## config.mk

```make
export PLATFORM = sky130hd
export DESIGN_NAME = multi_button_edge_ctrl
export DESIGN_NICKNAME = d
export VERILOG_FILES = /design/src/rtl/multi_button_edge_ctrl.sv
export SDC_FILE = /design/constraint.sdc
export NUM_CORES = 1
export LEC_CHECK = 0
export ABC_AREA = 1
export BUFFER_PORTS_ARGS = -buffer_cell sky130_fd_sc_hd__buf_2
export CAP_MARGIN = 10
export CORE_MARGIN = 2
export CORE_UTILIZATION = 42
export CTS_BUF_LIST = sky130_fd_sc_hd__clkbuf_16
export CTS_CLUSTER_SIZE = 24
export DETAILED_ROUTE_END_ITERATION = 10
export HOLD_SLACK_MARGIN = 0.08
export PLACE_DENSITY_LB_ADDON = 0.25
export SKIP_CTS_REPAIR_TIMING = 1
export SLEW_MARGIN = 40
export SYNTH_ARGS = -nofsm -noshare
export SYNTH_HDL_FRONTEND = slang
export SYNTH_SLANG_ARGS = --single-unit
export TNS_END_PERCENT = 100
```

## constraint.sdc

```tcl
create_clock -name clk -period 3.2 [get_ports clk]
set_clock_uncertainty 0.05 [all_clocks]
set_input_delay 0.64 -clock clk [delete_from_list [all_inputs] [get_ports clk]]
set_output_delay 0.64 -clock clk [all_outputs]
set_load 0.02 [all_outputs]
```

## src/rtl/multi_button_edge_ctrl.sv

```systemverilog
// ---------------------------------------------------------------------------
// multi_button_edge_ctrl
//
// N-channel push-button front end. Each raw button input passes through a
// multi-flop synchroniser and a per-channel debouncer. Accepted level changes
// are qualified against a run-time edge mode into one-cycle strobes. The
// strobes drive per-channel LEDs and a shared saturating event counter.
//
// Ports
//   clk         system clock, all state updates on the rising edge
//   rstb        asynchronous reset, active high, clears all state
//   btn_in      raw asynchronous button levels, 1 = pressed
//   edge_mode   00 rising, 01 falling, 10 both, 11 edges disabled
//   led_mode    0 = LED toggles on qualified edge, 1 = LED mirrors level
//   cnt_clr     synchronous clear of evt_count (wins over new edges)
//   btn_level   debounced level per channel
//   edge_pulse  one-cycle qualified-edge strobe per channel
//   any_edge    OR of edge_pulse, registered alongside it
//   led         per-channel LED drive
//   evt_count   saturating count of qualified edges
// ---------------------------------------------------------------------------
module multi_button_edge_ctrl #(
    parameter int N_CH            = 2,
    parameter int SYNC_STAGES     = 2,
    parameter int DEBOUNCE_CYCLES = 4,
    parameter int CNT_W           = 8
) (
    input  logic             clk,
    input  logic             rstb,
    input  logic [N_CH-1:0]  btn_in,
    input  logic [1:0]       edge_mode,
    input  logic             led_mode,
    input  logic             cnt_clr,
    output logic [N_CH-1:0]  btn_level,
    output logic [N_CH-1:0]  edge_pulse,
    output logic             any_edge,
    output logic [N_CH-1:0]  led,
    output logic [CNT_W-1:0] evt_count
);

    typedef enum logic [1:0] {
        EDGE_RISE = 2'b00,
        EDGE_FALL = 2'b01,
        EDGE_BOTH = 2'b10,
        EDGE_OFF  = 2'b11
    } edge_mode_e;

    // Debounce counter only has to reach DEBOUNCE_CYCLES-1.
    localparam int DB_W = (DEBOUNCE_CYCLES > 1) ? $clog2(DEBOUNCE_CYCLES) : 1;
    localparam logic [DB_W-1:0] DB_LAST = DB_W'(DEBOUNCE_CYCLES - 1);

    // Popcount of the strobes and a sum wide enough to never overflow before
    // the saturation compare.
    localparam int PC_W  = $clog2(N_CH + 1);
    localparam int SUM_W = ((CNT_W > PC_W) ? CNT_W : PC_W) + 1;
    localparam logic [CNT_W-1:0] CNT_MAX = '1;

    edge_mode_e mode;
    assign mode = edge_mode_e'(edge_mode);

    // -----------------------------------------------------------------------
    // Input synchroniser: sync_q[0] is the metastability-catching stage,
    // the last stage is the clean level seen by the debouncer.
    // -----------------------------------------------------------------------
    logic [N_CH-1:0] sync_q [SYNC_STAGES];
    logic [N_CH-1:0] sync_lvl;

    // NOTE: sequential state uses non-blocking assignments so every flop
    // samples the pre-edge value of its neighbours, giving a true shift chain.
    // NOTE: these small register arrays are reset explicitly; unlike a RAM
    // they must come out of reset at a known value so no phantom edge appears.
    always_ff @(posedge clk or posedge rstb) begin
        if (rstb) begin
            for (int k = 0; k < SYNC_STAGES; k++) begin
                sync_q[k] <= '0;
            end
        end else begin
            sync_q[0] <= btn_in;
            for (int k = 1; k < SYNC_STAGES; k++) begin
                sync_q[k] <= sync_q[k-1];
            end
        end
    end

    assign sync_lvl = sync_q[SYNC_STAGES-1];

    // -----------------------------------------------------------------------
    // State registers
    // -----------------------------------------------------------------------
    logic [DB_W-1:0]  db_cnt_q [N_CH];
    logic [DB_W-1:0]  db_cnt_d [N_CH];
    logic [N_CH-1:0]  level_q, level_d;
    logic [N_CH-1:0]  pulse_q, pulse_d;
    logic [N_CH-1:0]  led_q,   led_d;
    logic             any_q,   any_d;
    logic [CNT_W-1:0] cnt_q,   cnt_d;

    // -----------------------------------------------------------------------
    // Debounce and edge qualification
    // A channel counts consecutive cycles where the synchronised level
    // disagrees with the accepted level; any agreement restarts the count.
    // The change is accepted on the cycle the count reaches its last value.
    // -----------------------------------------------------------------------
    // NOTE: every combinational output gets a default before any branch so
    // no path leaves it unassigned, which would otherwise infer a latch.
    always_comb begin
        level_d = level_q;
        pulse_d = '0;
        for (int ch = 0; ch < N_CH; ch++) begin
            db_cnt_d[ch] = '0;
            if (sync_lvl[ch] != level_q[ch]) begin
                if (db_cnt_q[ch] == DB_LAST) begin
                    level_d[ch] = sync_lvl[ch];
                    // New level 1 means a press (rising), 0 a release.
                    case (mode)
                        EDGE_RISE: pulse_d[ch] = sync_lvl[ch];
                        EDGE_FALL: pulse_d[ch] = ~sync_lvl[ch];
                        EDGE_BOTH: pulse_d[ch] = 1'b1;
                        default:   pulse_d[ch] = 1'b0;
                    endcase
                end else begin
                    db_cnt_d[ch] = db_cnt_q[ch] + DB_W'(1);
                end
            end
        end
        any_d = |pulse_d;
    end

    // -----------------------------------------------------------------------
    // LED drive: mirror mode follows the next debounced level so it lines up
    // with btn_level; toggle mode flips from whatever value the LED holds,
    // so leaving mirror mode carries the current LED state forward.
    // -----------------------------------------------------------------------
    always_comb begin
        if (led_mode) begin
            led_d = level_d;
        end else begin
            led_d = led_q ^ pulse_d;
        end
    end

    // -----------------------------------------------------------------------
    // Saturating event counter; simultaneous strobes add in one cycle and a
    // clear request discards that cycle's strobes.
    // -----------------------------------------------------------------------
    logic [PC_W-1:0]  pulse_cnt;
    logic [SUM_W-1:0] cnt_sum;

    always_comb begin
        pulse_cnt = '0;
        for (int ch = 0; ch < N_CH; ch++) begin
            pulse_cnt = pulse_cnt + PC_W'(pulse_d[ch]);
        end
        cnt_sum = SUM_W'(cnt_q) + SUM_W'(pulse_cnt);
        if (cnt_clr) begin
            cnt_d = '0;
        end else if (cnt_sum > SUM_W'(CNT_MAX)) begin
            cnt_d = CNT_MAX;
        end else begin
            cnt_d = cnt_sum[CNT_W-1:0];
        end
    end

    always_ff @(posedge clk or posedge rstb) begin
        if (rstb) begin
            for (int ch = 0; ch < N_CH; ch++) begin
                db_cnt_q[ch] <= '0;
            end
            level_q <= '0;
            pulse_q <= '0;
            led_q   <= '0;
            any_q   <= 1'b0;
            cnt_q   <= '0;
        end else begin
            for (int ch = 0; ch < N_CH; ch++) begin
                db_cnt_q[ch] <= db_cnt_d[ch];
            end
            level_q <= level_d;
            pulse_q <= pulse_d;
            led_q   <= led_d;
            any_q   <= any_d;
            cnt_q   <= cnt_d;
        end
    end

    assign btn_level  = level_q;
    assign edge_pulse = pulse_q;
    assign any_edge   = any_q;
    assign led        = led_q;
    assign evt_count  = cnt_q;

endmodule

```

After elaboration in Yosys (flattened, before gate mapping)

Index checks and enable logic that the tools add are counted.

Bits in registers: 23
Input bits: 8
Output and inout bits: 15

Add/subtract/negate cells: 4
$lt $le $gt $ge: 1
Equal/unequal tests: 6
Muxes and demuxes: 17
Bitwise operators: 3
Reductions and logical operators: 2

Operator list:

| operator                                            | count |
|---|---|
| 2-to-1 mux 8 bit                                    | 2 |
| 2-to-1 mux 2 bit                                    | 5 |
| adder 8 x 2 -> 9 bit                                | 1 |
| > comparator 9 x 8 -> 1 bit, second input constant  | 1 |
| 2-to-1 mux 1 bit                                    | 8 |
| equality test 2 bit, second input constant          | 3 |
| one-hot mux 1 bit (3 select lines)                  | 2 |
| adder 2 x 1 -> 2 bit, second input constant         | 2 |
| adder 1 x 1 -> 2 bit                                | 1 |
| equality test 2 x 1 -> 1 bit, second input constant | 1 |
| logical NOT 2 bit                                   | 1 |
| != test 1 bit                                       | 2 |
| NOT 1 bit                                           | 2 |
| OR reduction 2 bit                                  | 1 |
| XOR 2 bit                                           | 1 |

Longest topological paths before layout

Depth after elaboration: 9
Depth in mapped cells: 14

Worst setup path after synthesis

No wires, ideal clock.

Kind: input -> register
Start: input edge_mode[0]
End: register cnt_q[7], in the netlist evt_count[7]
Library setup time: 121 ps
Data arrival time: 2028 ps
Data required time: 3029 ps
Slack: 1001 ps
Stages on the path: 13
Path buffers: 0
Cell sequence: inv_1 > o21ai_0 > nor2_1 > nand2_1 > inv_1 > fa_1 > ha_1 > nand2_2 > nor2_8 > nand3_2 > nand2_1 > o21ai_1 > nor2_1

Word-level cells in the longest chain between the ends: 9
Elaborated cells between the ends (all ways): 14
Classes of those cells: add/sub: 2; order compare: 1; eq/ne: 2; mux: 8; reduce/logical: 1

Ends and longest elaborated chain:

| item                                              | RTL line | source |
|---|---|---|
| start: declaration                                | 31       | `input logic [1:0] edge_mode,` |
| equality test 2 bit, or another cell as far along | 115      | `case (mode)` |
| one-hot mux 1 bit (3 select lines) (*)            | 115      |  |
| 2-to-1 mux 1 bit (*)                              | 112      | `if (db_cnt_q[ch] == DB_LAST) begin` |
| 2-to-1 mux 1 bit (*)                              | 111      | `if (sync_lvl[ch] != level_q[ch]) begin` |
| via pulse_d[1]                                    | 93       | `logic [N_CH-1:0] pulse_q, pulse_d;` |
| adder 1 x 1 -> 2 bit (*)                          | 152      | `pulse_cnt = pulse_cnt + PC_W'(pulse_d[ch]);` |
| adder 8 x 2 -> 9 bit (*)                          | 154      | `cnt_sum = SUM_W'(cnt_q) + SUM_W'(pulse_cnt);` |
| > comparator 9 x 8 -> 1 bit                       | 157      | `end else if (cnt_sum > SUM_W'(CNT_MAX)) begin` |
| 2-to-1 mux 8 bit (*)                              | 157      |  |
| 2-to-1 mux 8 bit (*)                              | 155      | `if (cnt_clr) begin` |
| via cnt_d[7]                                      | 96       | `logic [CNT_W-1:0] cnt_q, cnt_d;` |
| end signal: assignment                            | 182      | `cnt_q <= cnt_d;` |
| end: declaration                                  | 96       |  |

The timed path passes the listed nets; every way through them passes the cells marked *.

Worst setup path in the final report

Start: register db_cnt_q[2] in the netlist's numbering
End: register cnt_q[7], in the netlist evt_count[7]

Word-level cells in the longest chain between the ends: 8

Ends and longest elaborated chain:

| item                             | RTL line | source |
|---|---|---|
| start: declaration               | 90       | `logic [DB_W-1:0] db_cnt_q [N_CH];` |
| start signal: indexed assignment | 176      | `db_cnt_q[ch] <= db_cnt_d[ch];` |
| equality test 2 bit (*)          | 112      |  |
| 2-to-1 mux 1 bit (*)             | 112      |  |
| 2-to-1 mux 1 bit (*)             | 111      |  |
| via pulse_d[0]                   | 93       |  |
| adder 1 x 1 -> 2 bit (*)         | 152      |  |
| adder 8 x 2 -> 9 bit (*)         | 154      |  |
| > comparator 9 x 8 -> 1 bit      | 157      |  |
| 2-to-1 mux 8 bit (*)             | 157      |  |
| 2-to-1 mux 8 bit (*)             | 155      |  |
| via cnt_d[7]                     | 96       |  |

Marked as above.

==> impl_metrics.csv <==
group,metric,value,unit
outcome,status,"complete, no violations",
power,seq_power_share,44.6,%
flow_run,cap_violations,0,
yosys,yosysTopAreaCell,"dfrtp_1",
yosys,yosysTopAreaCellShare,54.4,%
sta,worstMarginPinSlew,0.467,ns
yosys,yosys_warnings,0,
global_routing,grt_pass1_wl,3020,um
yosys,syn_avg_cell_area,9.29,um2
layout,final_nets,153,
global_routing,busiest_layer,"met2",
sta,hold_violations,0,
clock_network,clock_latency,0.26,ns
placement,gp_congestion,0.760,
die,ios,23,
yosys,ys_ff_latch,23,
layout,n_antenna_cell,0,
placement,hpwl,1360,um
layout,syn2layout_area_growth,21.5,%
drt,wl,1760,um
power,p_sw_share,30.9,%
worst_setup_path,cp.required,3.29,ns
power,p_leak,0.000763,uW
global_routing,gr-usage-all-layers,14.6,%
yosys,synth.area.top_cells,"dfrtp_1 54%, nand2_1 10%, inv_1 7.1%",
power,clkPwrFrac,32.2,%
global_routing,gr-usage-met2,23.1,%
power,ir_drop,0.406,mV
sta,setup_viol,0,
sta,finalMaxSlewViolations,0,
layout,post-route-util,52.9,%
placement,portBuffers,22,
power,power.internal,581,uW
yosys,synth_nets,126,
sta,relSlewSlack,68.9,%
yosys,synth_seq_area_share,54.4,%
power,powerDensity,653,mW/mm2
layout,fill_cells,235,
drt,detail_route.first_pass.iterations,4,
die,rows,18,
yosys,yosys.cell_types.count,21,
sta,post-route-period-util,68.7,%
yosys,postSynthCellCount,114,
die,die_w,54.2,um
clock_network,cts_tree,"built",
sta,finalHoldWorstSlack,0.301,ns
die,die_y,54.2,um
drt,vias,790,
worst_setup_path,worstPathMaxFanout,4,
sta,fmax,455,MHz
layout,drive_gt1_share,25.0,%
global_routing,globalRouteMet3Util,4.17,%
die,initial_utilization,43.5,%
sta,rsz0062_at_grt,"false",
clock_network,h-tree-depth,1,
power,switchingPower,259,uW
global_routing,met1_usage,18.1,%
clock_network,path_clk_slew,0.06,ns
global_routing,grt_antenna_before_repair,0,
worst_setup_path,end_kind,"flop",
clock_network,ctsRootBufferMaster,"clkbuf_16",
die,core_region_area,0.00243,mm2
worst_setup_path,arrival,2.29,ns
power,combPwrFrac,23.1,%
global_routing,grt_start_max_net_pins,24,
min_path,hp-class,"flop to flop",
global_routing,first_global_vias,763,
clock_network,clock_path_buffers,2,
placement,place_area,0.00121,mm2
worst_setup_path,critPathKind,"flop to flop",
sta,tns,0,ns
yosys,syn-cell-area,0.00106,mm2
drt,postRouteAntennaNets,0,
layout,fin_area,0.00129,mm2
worst_setup_path,critPathLaunchType,"flop",
die,die_area,0.00294,mm2
clock_network,numCtsBuffers,3,
drt,viasPerCell,4.65,
drt,drt-initial-drc-count,6,
sta,finalCriticalPeriod,2.20,ns
clock_network,clkSinkCount,23,
global_routing,grt-ovfl-total,0,
drt,wl_per_cell,10.4,um
drt,drc,0,
-- through the flow --
stage                     power (uW)  cells  setup slack (ns)
after floorplan                  516    114              1.00
after global placement           570    166             0.783
after detailed placement         578    166             0.747
after CTS                        850    170             0.980
after global routing             896    170             0.793
final                            840    170              1.00
-- sequential cells by signal (all words and copies together) (netlist names) --
register / flops
evt_count: 8
db_cnt_q: 4
btn_level: 2
edge_pulse: 2
led: 2
sync_lvl: 2
sync_q: 2
any_edge: 1
-- critical path: stages, from the launching register on --
cell	delay, ns
dfrtp_1	0.38
ha_1	0.23
nand2_1	0.09
nor2_2	0.05
nand2_1	0.10
inv_1	0.08
fa_1	0.41
ha_1	0.23
nand2_2	0.13
nor2_8	0.06
nand3_2	0.06
nand2_1	0.05
o21ai_1	0.11
nor2_1	0.05
-- final cells by class --
class | instances | area [um2] | share of cell area, %
timing repair buffer | 22 | 110 | 8.56
clock inverter | 1 | 5.00 | 0.389
clock buffer | 3 | 75.1 | 5.84
multi-input combinational | 70 | 404 | 31.4
sequential | 23 | 576 | 44.7
tap | 30 | 37.5 | 2.92
inverter | 21 | 78.8 | 6.13
-- cells in the mapped netlist --
cell,number
nand2_1,29
dfrtp_1,23
inv_1,20
nand3_1,8
a21oi_1,6
nor2_1,5
o21ai_0,4
ha_1,3
nor2_2,2
nor3_1,2
xnor2_1,2
a31oi_1,1
fa_1,1
inv_2,1
nand2_2,1
nand2_4,1
nand3_2,1
nand4_4,1
nor2_8,1
o21ai_1,1
xor2_1,1
-- power groups by stage --
stage               clock network, uW  registers (uW)  logic [uW]
floorplan                           0             414         102
global placement                    0             379         191
detailed placement                  0             381         197
CTS                               277             376         197
global route                      289             384         223
finish                            270             375         194
-- path summary, 6_finish.rpt --
path | start | end | slack [ns] | depth (start not counted)
max | db_cnt_q[2]$_DFF_PP0_ | evt_count[7]$_DFF_PP0_ | 1.00 | 13
min | sync_q[2]$_DFF_PP0_ | sync_lvl[0]$_DFF_PP0_ | 0.30 | 0
max reg2reg | db_cnt_q[2]$_DFF_PP0_ | evt_count[7]$_DFF_PP0_ | 1.00 | 13
min reg2reg | sync_q[2]$_DFF_PP0_ | sync_lvl[0]$_DFF_PP0_ | 0.30 | 0
max in group asynchronous | rstb | db_cnt_q[1]$_DFF_PP0_ | 2.44 | 2
min in group asynchronous | rstb | evt_count[7]$_DFF_PP0_ | 0.34 | 2
-- metal layers --
| metal | wire (um) | part of all wire, % |
|---|---|---|
| met2 | 834 | 47 |
| met1 | 808 | 46 |
| met3 | 80 | 4.5 |
| met5 | 0 | 0 |
| met4 | 37 | 2.1 |
-- cell families (layout without fill, tap and decap cells) --
kind of cell               count (synthesis)  in the layout  share of synthesized area (%)
adders and majority gates                  4              4                           5.44
and+or+nand+nor                           51             51                           24.5
xor gates and xnor gates                   3              3                           2.48
buffers and inverters                     21             47                           7.45
AOI/OAI and AO/OA                         12             12                           5.79
DFF                                       23             23                           54.4
-- cell usage in the layout (no fill, tap or decap) --
cell	Yosys	layout
inv_2	1	2
nand3_2	1	1
inv_1	20	19
o21ai_0	4	4
o21ai_1	1	1
clkbuf_16	0	3
nand2_4	1	1
a21oi_1	6	6
buf_2	0	22
nand2_1	29	29
dfrtp_1	23	23
nand4_4	1	1
a31oi_1	1	1
nor2_1	5	5
fa_1	1	1
ha_1	3	3
clkinv_2	0	1
nor3_1	2	2
xor2_1	1	1
xnor2_1	2	2
nor2_2	2	2
nand3_1	8	8
nor2_8	1	1
nand2_2	1	1
Note: power is estimated with default switching activity, not from simulation.
